==> config.mk <==
export PLATFORM = sky130hd
export DESIGN_NAME = spmv_row_sequencer
export DESIGN_NICKNAME = d
export VERILOG_FILES = /design/src/rtl/spmv_pkg.sv /design/src/rtl/spmv_mac.sv /design/src/rtl/spmv_row_sequencer.sv
export SDC_FILE = /design/constraint.sdc
export NUM_CORES = 2
export LEC_CHECK = 0
export BUFFER_PORTS_ARGS = -buffer_cell sky130_fd_sc_hd__buf_2
export CORE_UTILIZATION = 27
export DETAILED_ROUTE_END_ITERATION = 7
export PLACE_DENSITY = 0.47
export SETUP_SLACK_MARGIN = 0.05
export SYNTH_ARGS = -nofsm -noshare
export SYNTH_HDL_FRONTEND = slang
export SYNTH_HIERARCHICAL = 1
export SYNTH_SLANG_ARGS = --single-unit
==> constraint.sdc <==
create_clock -name clk -period 8.4 [get_ports clk]
set_clock_uncertainty 0.15 [all_clocks]
set_input_delay 0.42 -clock clk [delete_from_list [all_inputs] [get_ports clk]]
set_output_delay 0.42 -clock clk [all_outputs]
set_load 0.01 [all_outputs]
==> src/rtl/spmv_pkg.sv <==
// spmv_pkg
//   Shared definitions for the CSR sparse-matrix x dense-vector sequencer:
//   FSM state encoding, default datapath width and address-width helpers.
package spmv_pkg;

   localparam int DATA_W_DEF = 32;

   typedef enum logic [3:0] {
      IDLE,
      INIT_W,
      PTR,
      PTR_W,
      NZ,
      NZ_W,
      MAC,
      WRITE,
      DONE
   } state_t;

   // Bits needed to index a memory of 'depth' entries (at least one bit).
   function automatic int aw(input int depth);
      return (depth < 2) ? 1 : $clog2(depth);
   endfunction

   // rowPtr has n_rows+1 entries.
   function automatic int ptr_aw(input int n_rows);
      return aw(n_rows + 1);
   endfunction

   // A rowPtr word must hold the value nnz itself (one past the last nonzero).
   function automatic int ptr_dw(input int nnz);
      return aw(nnz + 1);
   endfunction

endpackage

==> src/rtl/spmv_mac.sv <==
// spmv_mac
//   Single multiply-accumulate lane. The product is combinational, the sum is
//   registered. Arithmetic wraps at DATA_W bits (two's complement, low bits of
//   the product are identical for signed and unsigned operands).
// Ports
//   clk  in   clock
//   rst  in   synchronous active-low reset, clears acc
//   clr  in   clear acc on the next edge (has priority over en)
//   en   in   acc <= acc + a*b on the next edge
//   a    in   DATA_W operand (matrix value)
//   b    in   DATA_W operand (vector element)
//   acc  out  DATA_W accumulator
module spmv_mac
   import spmv_pkg::*;
#(
   parameter int DATA_W = DATA_W_DEF
) (
   input  logic              clk,
   input  logic              rst,
   input  logic              clr,
   input  logic              en,
   input  logic [DATA_W-1:0] a,
   input  logic [DATA_W-1:0] b,
   output logic [DATA_W-1:0] acc
);

   logic [DATA_W-1:0] prod;

   assign prod = a * b;

   always_ff @(posedge clk) begin
      if (!rst) begin
         acc <= '0;
      end else if (clr) begin
         acc <= '0;
      end else if (en) begin
         acc <= acc + prod;
      end
   end

endmodule

==> src/rtl/spmv_row_sequencer.sv <==
// spmv_row_sequencer
//   Computes y = A*x for a CSR matrix, one row at a time. Walks rowPtr, reads
//   each (val,col) nonzero and x[col], accumulates in one shared MAC and writes
//   y[row] to the result RAM. One nonzero costs three cycles (NZ, NZ_W, MAC),
//   one row costs three more (PTR, PTR_W, WRITE).
//
//   All outputs are registered: each state computes its strobes/addresses on
//   its closing edge, so they are visible during the following cycle. The
//   memories return the addressed word in that same cycle, which is when the
//   following state captures it. done therefore appears in the cycle after the
//   DONE state, 3+3*N_ROWS+3*nnz cycles after the cycle in which start is seen.
//
// Ports
//   clk, rst                 clock, synchronous active-low reset
//   start / busy / done      host handshake (start pulse, busy level, done pulse)
//   ptr_rd, ptr_addr         rowPtr read request;  ptr_data   returned word
//   nz_rd, nz_addr           val/col read request; nz_val, nz_col returned
//   vec_rd, vec_addr         x read request;       vec_data   returned element
//   y_we, y_addr, y_data     result write port
//
// state  | meaning
// -------+-------------------------------------------------------------
// IDLE   | waiting for start; on start request rowPtr[0]
// INIT_W | capture rowPtr[0] as the first nonzero index k
// PTR    | request rowPtr[row+1]
// PTR_W  | capture row end, clear acc; empty/descending row -> WRITE
// NZ     | request val/col at k
// NZ_W   | capture val, request x[col]
// MAC    | acc += val*x, k++; last nonzero of the row -> WRITE
// WRITE  | write y[row]=acc; last row -> DONE, else next row
// DONE   | raise done for one cycle, return to IDLE
module spmv_row_sequencer
   import spmv_pkg::*;
#(
   parameter int N_ROWS = 16,
   parameter int M_COLS = 16,
   parameter int NNZ    = 64,
   parameter int DATA_W = DATA_W_DEF
) (
   input  logic                      clk,
   input  logic                      rst,
   input  logic                      start,
   output logic                      busy,
   output logic                      done,
   output logic                      ptr_rd,
   output logic [ptr_aw(N_ROWS)-1:0] ptr_addr,
   input  logic [ptr_dw(NNZ)-1:0]    ptr_data,
   output logic                      nz_rd,
   output logic [aw(NNZ)-1:0]        nz_addr,
   input  logic [DATA_W-1:0]         nz_val,
   input  logic [aw(M_COLS)-1:0]     nz_col,
   output logic                      vec_rd,
   output logic [aw(M_COLS)-1:0]     vec_addr,
   input  logic [DATA_W-1:0]         vec_data,
   output logic                      y_we,
   output logic [aw(N_ROWS)-1:0]     y_addr,
   output logic [DATA_W-1:0]         y_data
);

   localparam int PA_W = ptr_aw(N_ROWS);
   localparam int K_W  = ptr_dw(NNZ);
   localparam int NA_W = aw(NNZ);
   localparam int C_W  = aw(M_COLS);
   localparam int R_W  = aw(N_ROWS);

   state_t            state;
   logic [R_W-1:0]    row;
   logic [K_W-1:0]    k;
   logic [K_W-1:0]    row_end;
   logic [K_W-1:0]    k_inc;
   logic [DATA_W-1:0] val;
   logic [DATA_W-1:0] acc;
   logic              mac_clr;
   logic              mac_en;

   assign k_inc   = k + K_W'(1);
   assign mac_clr = (state == PTR_W);
   assign mac_en  = (state == MAC);

   spmv_mac #(
      .DATA_W (DATA_W)
   ) u_mac (
      .clk (clk),
      .rst (rst),
      .clr (mac_clr),
      .en  (mac_en),
      .a   (val),
      .b   (vec_data),
      .acc (acc)
   );

   always_ff @(posedge clk) begin
      if (!rst) begin
         state    <= IDLE;
         row      <= '0;
         k        <= '0;
         row_end  <= '0;
         val      <= '0;
         busy     <= 1'b0;
         done     <= 1'b0;
         ptr_rd   <= 1'b0;
         ptr_addr <= '0;
         nz_rd    <= 1'b0;
         nz_addr  <= '0;
         vec_rd   <= 1'b0;
         vec_addr <= '0;
         y_we     <= 1'b0;
         y_addr   <= '0;
         y_data   <= '0;
      end else begin
         // Strobes are single-cycle unless a state re-asserts them.
         ptr_rd <= 1'b0;
         nz_rd  <= 1'b0;
         vec_rd <= 1'b0;
         y_we   <= 1'b0;
         done   <= 1'b0;

         case (state)
            IDLE: begin
               if (start) begin
                  row      <= '0;
                  ptr_rd   <= 1'b1;
                  ptr_addr <= '0;
                  busy     <= 1'b1;
                  state    <= INIT_W;
               end
            end

            INIT_W: begin
               k     <= ptr_data;
               state <= PTR;
            end

            PTR: begin
               ptr_rd   <= 1'b1;
               ptr_addr <= PA_W'(row) + PA_W'(1);
               state    <= PTR_W;
            end

            PTR_W: begin
               // A descending rowPtr behaves like an empty row; k is kept so
               // later rows resume from where the walk actually is.
               row_end <= ptr_data;
               if (k >= ptr_data) begin
                  state <= WRITE;
               end else begin
                  state <= NZ;
               end
            end

            NZ: begin
               nz_rd   <= 1'b1;
               nz_addr <= NA_W'(k % K_W'(NNZ));
               state   <= NZ_W;
            end

            NZ_W: begin
               val      <= nz_val;
               vec_rd   <= 1'b1;
               vec_addr <= C_W'(nz_col);
               state    <= MAC;
            end

            MAC: begin
               k <= k_inc;
               if (k_inc >= row_end) begin
                  state <= WRITE;
               end else begin
                  state <= NZ;
               end
            end

            WRITE: begin
               y_we   <= 1'b1;
               y_addr <= row;
               y_data <= acc;
               if (row == R_W'(N_ROWS - 1)) begin
                  state <= DONE;
               end else begin
                  row   <= row + R_W'(1);
                  state <= PTR;
               end
            end

            DONE: begin
               done  <= 1'b1;
               busy  <= 1'b0;
               state <= IDLE;
            end

            default: begin
               state <= IDLE;
            end
         endcase
      end
   end

endmodule

==> metrics.txt <==
# TYPE chip_impl_metric gauge
chip_impl_info{name="status",value="finished clean"} 1
chip_impl_metric{name="worst-endpoint-arrival",unit="ns"} 7.90
chip_impl_metric{name="die_x",unit="um"} 292
chip_impl_info{name="timing.hold.worst.class",value="primary input to register"} 1
chip_impl_metric{name="netlist_instances",unit=""} 2539
chip_impl_info{name="hold_end",value="val[2]$_SDFFE_PN0P_"} 1
chip_impl_metric{name="grt.total_usage",unit="%"} 16.6
chip_impl_metric{name="rr_worst_depth",unit=""} 27
chip_impl_metric{name="rows",unit=""} 105
chip_impl_metric{name="detailedRoute.firstPassIterationCount",unit=""} 5
chip_impl_metric{name="worstPathBufferInverterCount",unit=""} 8
chip_impl_metric{name="cp_slowest_stage_delay",unit="ns"} 0.93
chip_impl_metric{name="synth_seq_area_share",unit="%"} 12.6
chip_impl_metric{name="finalSetupViolations",unit=""} 0
chip_impl_metric{name="ff_latch_area",unit="um^2"} 2860
chip_impl_metric{name="cts_setup_buffers",unit=""} 0
chip_impl_metric{name="post-route-drc-count",unit=""} 0
chip_impl_metric{name="synth.avg_cell_area",unit="um^2"} 8.92
chip_impl_metric{name="power_density",unit="nW/um^2"} 71.3
chip_impl_metric{name="timing.max_slew.rel_slack",unit="%"} 27.2
chip_impl_metric{name="hold_buffers",unit=""} 0
chip_impl_metric{name="die_y",unit="um"} 292
chip_impl_metric{name="synth_enable_flop_cells",unit=""} 0
chip_impl_metric{name="critical_path_peak_fanout",unit=""} 14
chip_impl_metric{name="ioPinCount",unit=""} 135
chip_impl_metric{name="timing.setup.tns",unit="ns"} 0
chip_impl_metric{name="max_slew.worst_pin.slew",unit="ns"} 1.09
chip_impl_info{name="cp-start-kind",value="register"} 1
chip_impl_metric{name="grt_max_degree",unit=""} 62
chip_impl_metric{name="routedWlPerCell",unit="um"} 18.7
chip_impl_info{name="timing.rr.end",value="u_mac/acc[31]$_SDFFE_PP0P_"} 1
chip_impl_metric{name="yosysWarnings",unit=""} 6
chip_impl_metric{name="postRouteWirelength",unit="mm"} 69.0
chip_impl_metric{name="final_cell_count_no_fill",unit=""} 3696
chip_impl_metric{name="numClockSinks",unit=""} 143
chip_impl_metric{name="buffer_ports.inserted",unit=""} 134
chip_impl_info{name="r2r-start",value="val[4]$_SDFFE_PN0P_"} 1
chip_impl_metric{name="avgViaCountPerCell",unit=""} 4.41
chip_impl_metric{name="antenna_found_initial",unit=""} 13
chip_impl_metric{name="timing_max_transition_violations_final",unit=""} 0
chip_impl_metric{name="cts-buffers-inserted",unit=""} 17
chip_impl_info{name="postSynth.topFlopCell",value="sky130_fd_sc_hd__dfxtp_1"} 1
chip_impl_metric{name="post_synth_num_cell_types",unit=""} 67
chip_impl_metric{name="wirelength_met1",unit="mm"} 32.4
chip_impl_metric{name="routed-wl-met3",unit="mm"} 2.85
chip_impl_metric{name="ys_async_sr_fraction",unit="%"} 0
chip_impl_info{name="hold_path_startpoint",value="nz_val[2]"} 1
chip_impl_metric{name="drtIter0Drc",unit=""} 916
chip_impl_metric{name="grt_first_pass_wirelength",unit="mm"} 108
chip_impl_metric{name="routed-via-count",unit=""} 16302
chip_impl_metric{name="finalHoldViolations",unit=""} 0
chip_impl_metric{name="coreArea",unit="um^2"} 82500
chip_impl_info{name="clk_root_buffer_cell",value="sky130_fd_sc_hd__clkbuf_16"} 1
chip_impl_metric{name="design_power",unit="W"} 0.00179
chip_impl_metric{name="overflow_left_after_global_routing",unit=""} 0
chip_impl_info{name="layout_commonest_cell",value="sky130_fd_sc_hd__inv_1"} 1
chip_impl_metric{name="max_clock_freq",unit="GHz"} 0.130
chip_impl_metric{name="synth_nets",unit=""} 3195
chip_impl_metric{name="period_minus_slack",unit="ns"} 7.68
chip_impl_metric{name="nets",unit=""} 3266
chip_impl_metric{name="dpl-instance-area",unit="um^2"} 24500
chip_impl_info{name="final_cell_mix",value="sky130_fd_sc_hd__inv_1 (498), sky130_fd_sc_hd__fa_1 (438), sky130_fd_sc_hd__and2_1 (372), sky130_fd_sc_hd__nand2_1 (367), sky130_fd_sc_hd__dfxtp_1 (143)"} 1
chip_impl_info{name="crit_type",value="register to register"} 1
chip_impl_metric{name="start_util",unit="%"} 27.5
chip_impl_metric{name="timing.critical_path.required",unit="ns"} 8.63
chip_impl_metric{name="place_worst_setup_slack",unit="ns"} 0.636
chip_impl_info{name="crit_path_end_kind",value="register"} 1
chip_impl_metric{name="dp_hpwl",unit="mm"} 57.0
chip_impl_metric{name="area_used_by_multi_input_combinational_logic",unit="um^2"} 17400
chip_impl_metric{name="fin_ws",unit="ns"} 0.721
chip_impl_metric{name="count_of_nets_left_with_antenna_violations_after_detail_routing",unit=""} 0
chip_impl_metric{name="timing.hold.worst_path_depth",unit=""} 3
chip_impl_metric{name="postSynthRegisterBits",unit=""} 143
chip_impl_metric{name="ir_worst_vdd",unit="V"} 0.000129
chip_impl_metric{name="clkTransAtPathRegs",unit="ns"} 0.07
chip_impl_metric{name="fillerInstances",unit=""} 8863
chip_impl_metric{name="count_of_cells_resized_by_post_cts_repair",unit=""} 0
chip_impl_metric{name="post_route_cells_drive_above_1_share",unit="%"} 8.65
chip_impl_metric{name="insertion_delay",unit="ns"} 0.46
chip_impl_info{name="rsz_0062_raised_after_global_routing",value="false"} 1
chip_impl_metric{name="wl_met2",unit="mm"} 32.1
chip_impl_metric{name="drv_cap",unit=""} 0
chip_impl_metric{name="first_global_vias",unit=""} 17472
chip_impl_metric{name="power.leakage",unit="nW"} 11.7
chip_impl_metric{name="layout.cell_area.non_filler",unit="um^2"} 25100
chip_impl_metric{name="layout-area-overhead-vs-synth",unit="%"} 10.9
chip_impl_metric{name="max-clock-path-buffers",unit=""} 2
chip_impl_metric{name="gp_routability_congestion",unit=""} 0.851
chip_impl_info{name="critical_path.top_delay_family",value="adder cells"} 1
chip_impl_metric{name="syn_area",unit="um^2"} 22700
chip_impl_metric{name="place.detailed.instances",unit=""} 3661
chip_impl_metric{name="r2r_slack",unit="ns"} 0.72
chip_impl_metric{name="htree_num_levels",unit=""} 4
chip_impl_metric{name="fp.dieArea",unit="um^2"} 85100
chip_impl_info{name="dr.max_layer_used",value="met5"} 1
chip_impl_info{name="cts_tree",value="yes"} 1
chip_impl_metric{name="final.period_utilization",unit="%"} 91.4
chip_impl_info{name="crit_path_top_delay_cell",value="sky130_fd_sc_hd__dfxtp_1"} 1
-- tightest hold or removal path, stage by stage --
cell and delay (ns):
sky130_fd_sc_hd__buf_2 0.09, sky130_fd_sc_hd__nand2_1 0.04, sky130_fd_sc_hd__a21boi_0 0.06
-- stage by stage --
step | hold slack (ns) | util (%)
3_3_place_gp | 0.304 | 29.7
2_1_floorplan | 0.291 | -
5_1_grt | 0.0547 | 30.4
4_1_cts | 0.0359 | 30.4
3_5_place_dp | 0.305 | 29.7
6_report | 0.0623 | 30.5
-- how the worst max path moves through the flow --
stage	from	end	slack, ns	depth (start not counted)
finish	val[4]$_SDFFE_PN0P_	u_mac/acc[31]$_SDFFE_PP0P_	0.72	27
global route	val[5]$_SDFFE_PN0P_	u_mac/acc[31]$_SDFFE_PP0P_	0.34	27
CTS	val[11]$_SDFFE_PN0P_	u_mac/acc[31]$_SDFFE_PP0P_	0.72	25
detailed placement	vec_data[0]	u_mac/acc[31]$_SDFFE_PP0P_	0.64	26
global placement	vec_data[0]	u_mac/acc[31]$_SDFFE_PP0P_	0.73	26
floorplan	vec_data[3]	u_mac/acc[31]$_SDFFE_PP0P_	1.10	27
-- final cells by class --
| cell class | instances | area share (%) |
|---|---|---|
| Clock inverter | 15 | 0.667 |
| Sequential cell | 143 | 11.4 |
| Antenna cell | 3 | 0.0299 |
| Inverter | 501 | 7.50 |
| Timing Repair Buffer | 181 | 4.17 |
| Clock buffer | 17 | 1.69 |
| Multi-Input combinational cell | 1766 | 69.2 |
| Tap cell | 1070 | 5.33 |
-- synthesized netlist by cell type (all sizes together) (2+ instances only) --
cell / n / area share (%)
o21bai: 5 / 0.17
nand2b: 7 / 0.19
o21ai: 26 / 0.59
o21a: 4 / 0.13
a211oi: 11 / 0.41
inv: 500 / 8.3
and3: 9 / 0.25
buf: 12 / 0.35
o31ai: 3 / 0.099
a21boi: 92 / 3.0
nand4: 5 / 0.14
nand2: 367 / 6.1
a32oi: 2 / 0.077
or2: 4 / 0.12
nor4: 2 / 0.055
o31a: 2 / 0.077
o22ai: 2 / 0.055
a21o: 16 / 0.53
a21oi: 30 / 0.66
nor2b: 10 / 0.28
dfxtp: 143 / 13
o211ai: 4 / 0.15
nor2: 41 / 0.68
xor2: 18 / 0.70
mux2i: 16 / 0.71
or3: 3 / 0.088
a31oi: 5 / 0.14
and2: 372 / 10
a221oi: 2 / 0.077
clkbuf: 117 / 1.9
fa: 438 / 39
a22oi: 8 / 0.27
xnor2: 73 / 2.8
nor3: 19 / 0.42
nand3: 15 / 0.35
ha: 140 / 7.7
-- cells by family (layout without fill, tap and decap cells) --
logic type               Yosys count  in the layout  synth area share, %
AO/OA/AOI/OAI                    220            220                 6.83
XOR/XNOR                          91             91                 3.52
adder cells (fa/ha/maj)          578            578                 46.4
buffers and inverters            630            714                 10.6
flip-flops                       143            143                 12.6
multiplexers                      16             16                0.707
other                              0              3                    0
AND/OR/NAND/NOR                  861            861                 19.2
-- routing by layer --
| metal | up-vias | track usage, % |
|---|---|---|
| met2 | 298 | 26.8 |
| li1 | 7698 | - |
| met3 | 74 | 2.06 |
| met1 | 8222 | 23.4 |
| met5 | - | 0 |
| met4 | 10 | 4.48 |
-- report_power, final --
part	internal [W]	switching, W
logic	0.000111	0.000193
clock network	0.000401	0.000385
registers	0.000686	0.0000165
total	0.00120	0.000594
-- sequential cells by signal, summed over array words and instances, names as in the netlist, 5 cells and up --
register / cells
k: 7
u_mac/acc: 32
y_data: 32
row_end: 7
ptr_addr: 5
nz_addr: 6
val: 32
Power figures use the tool's default switching activity.
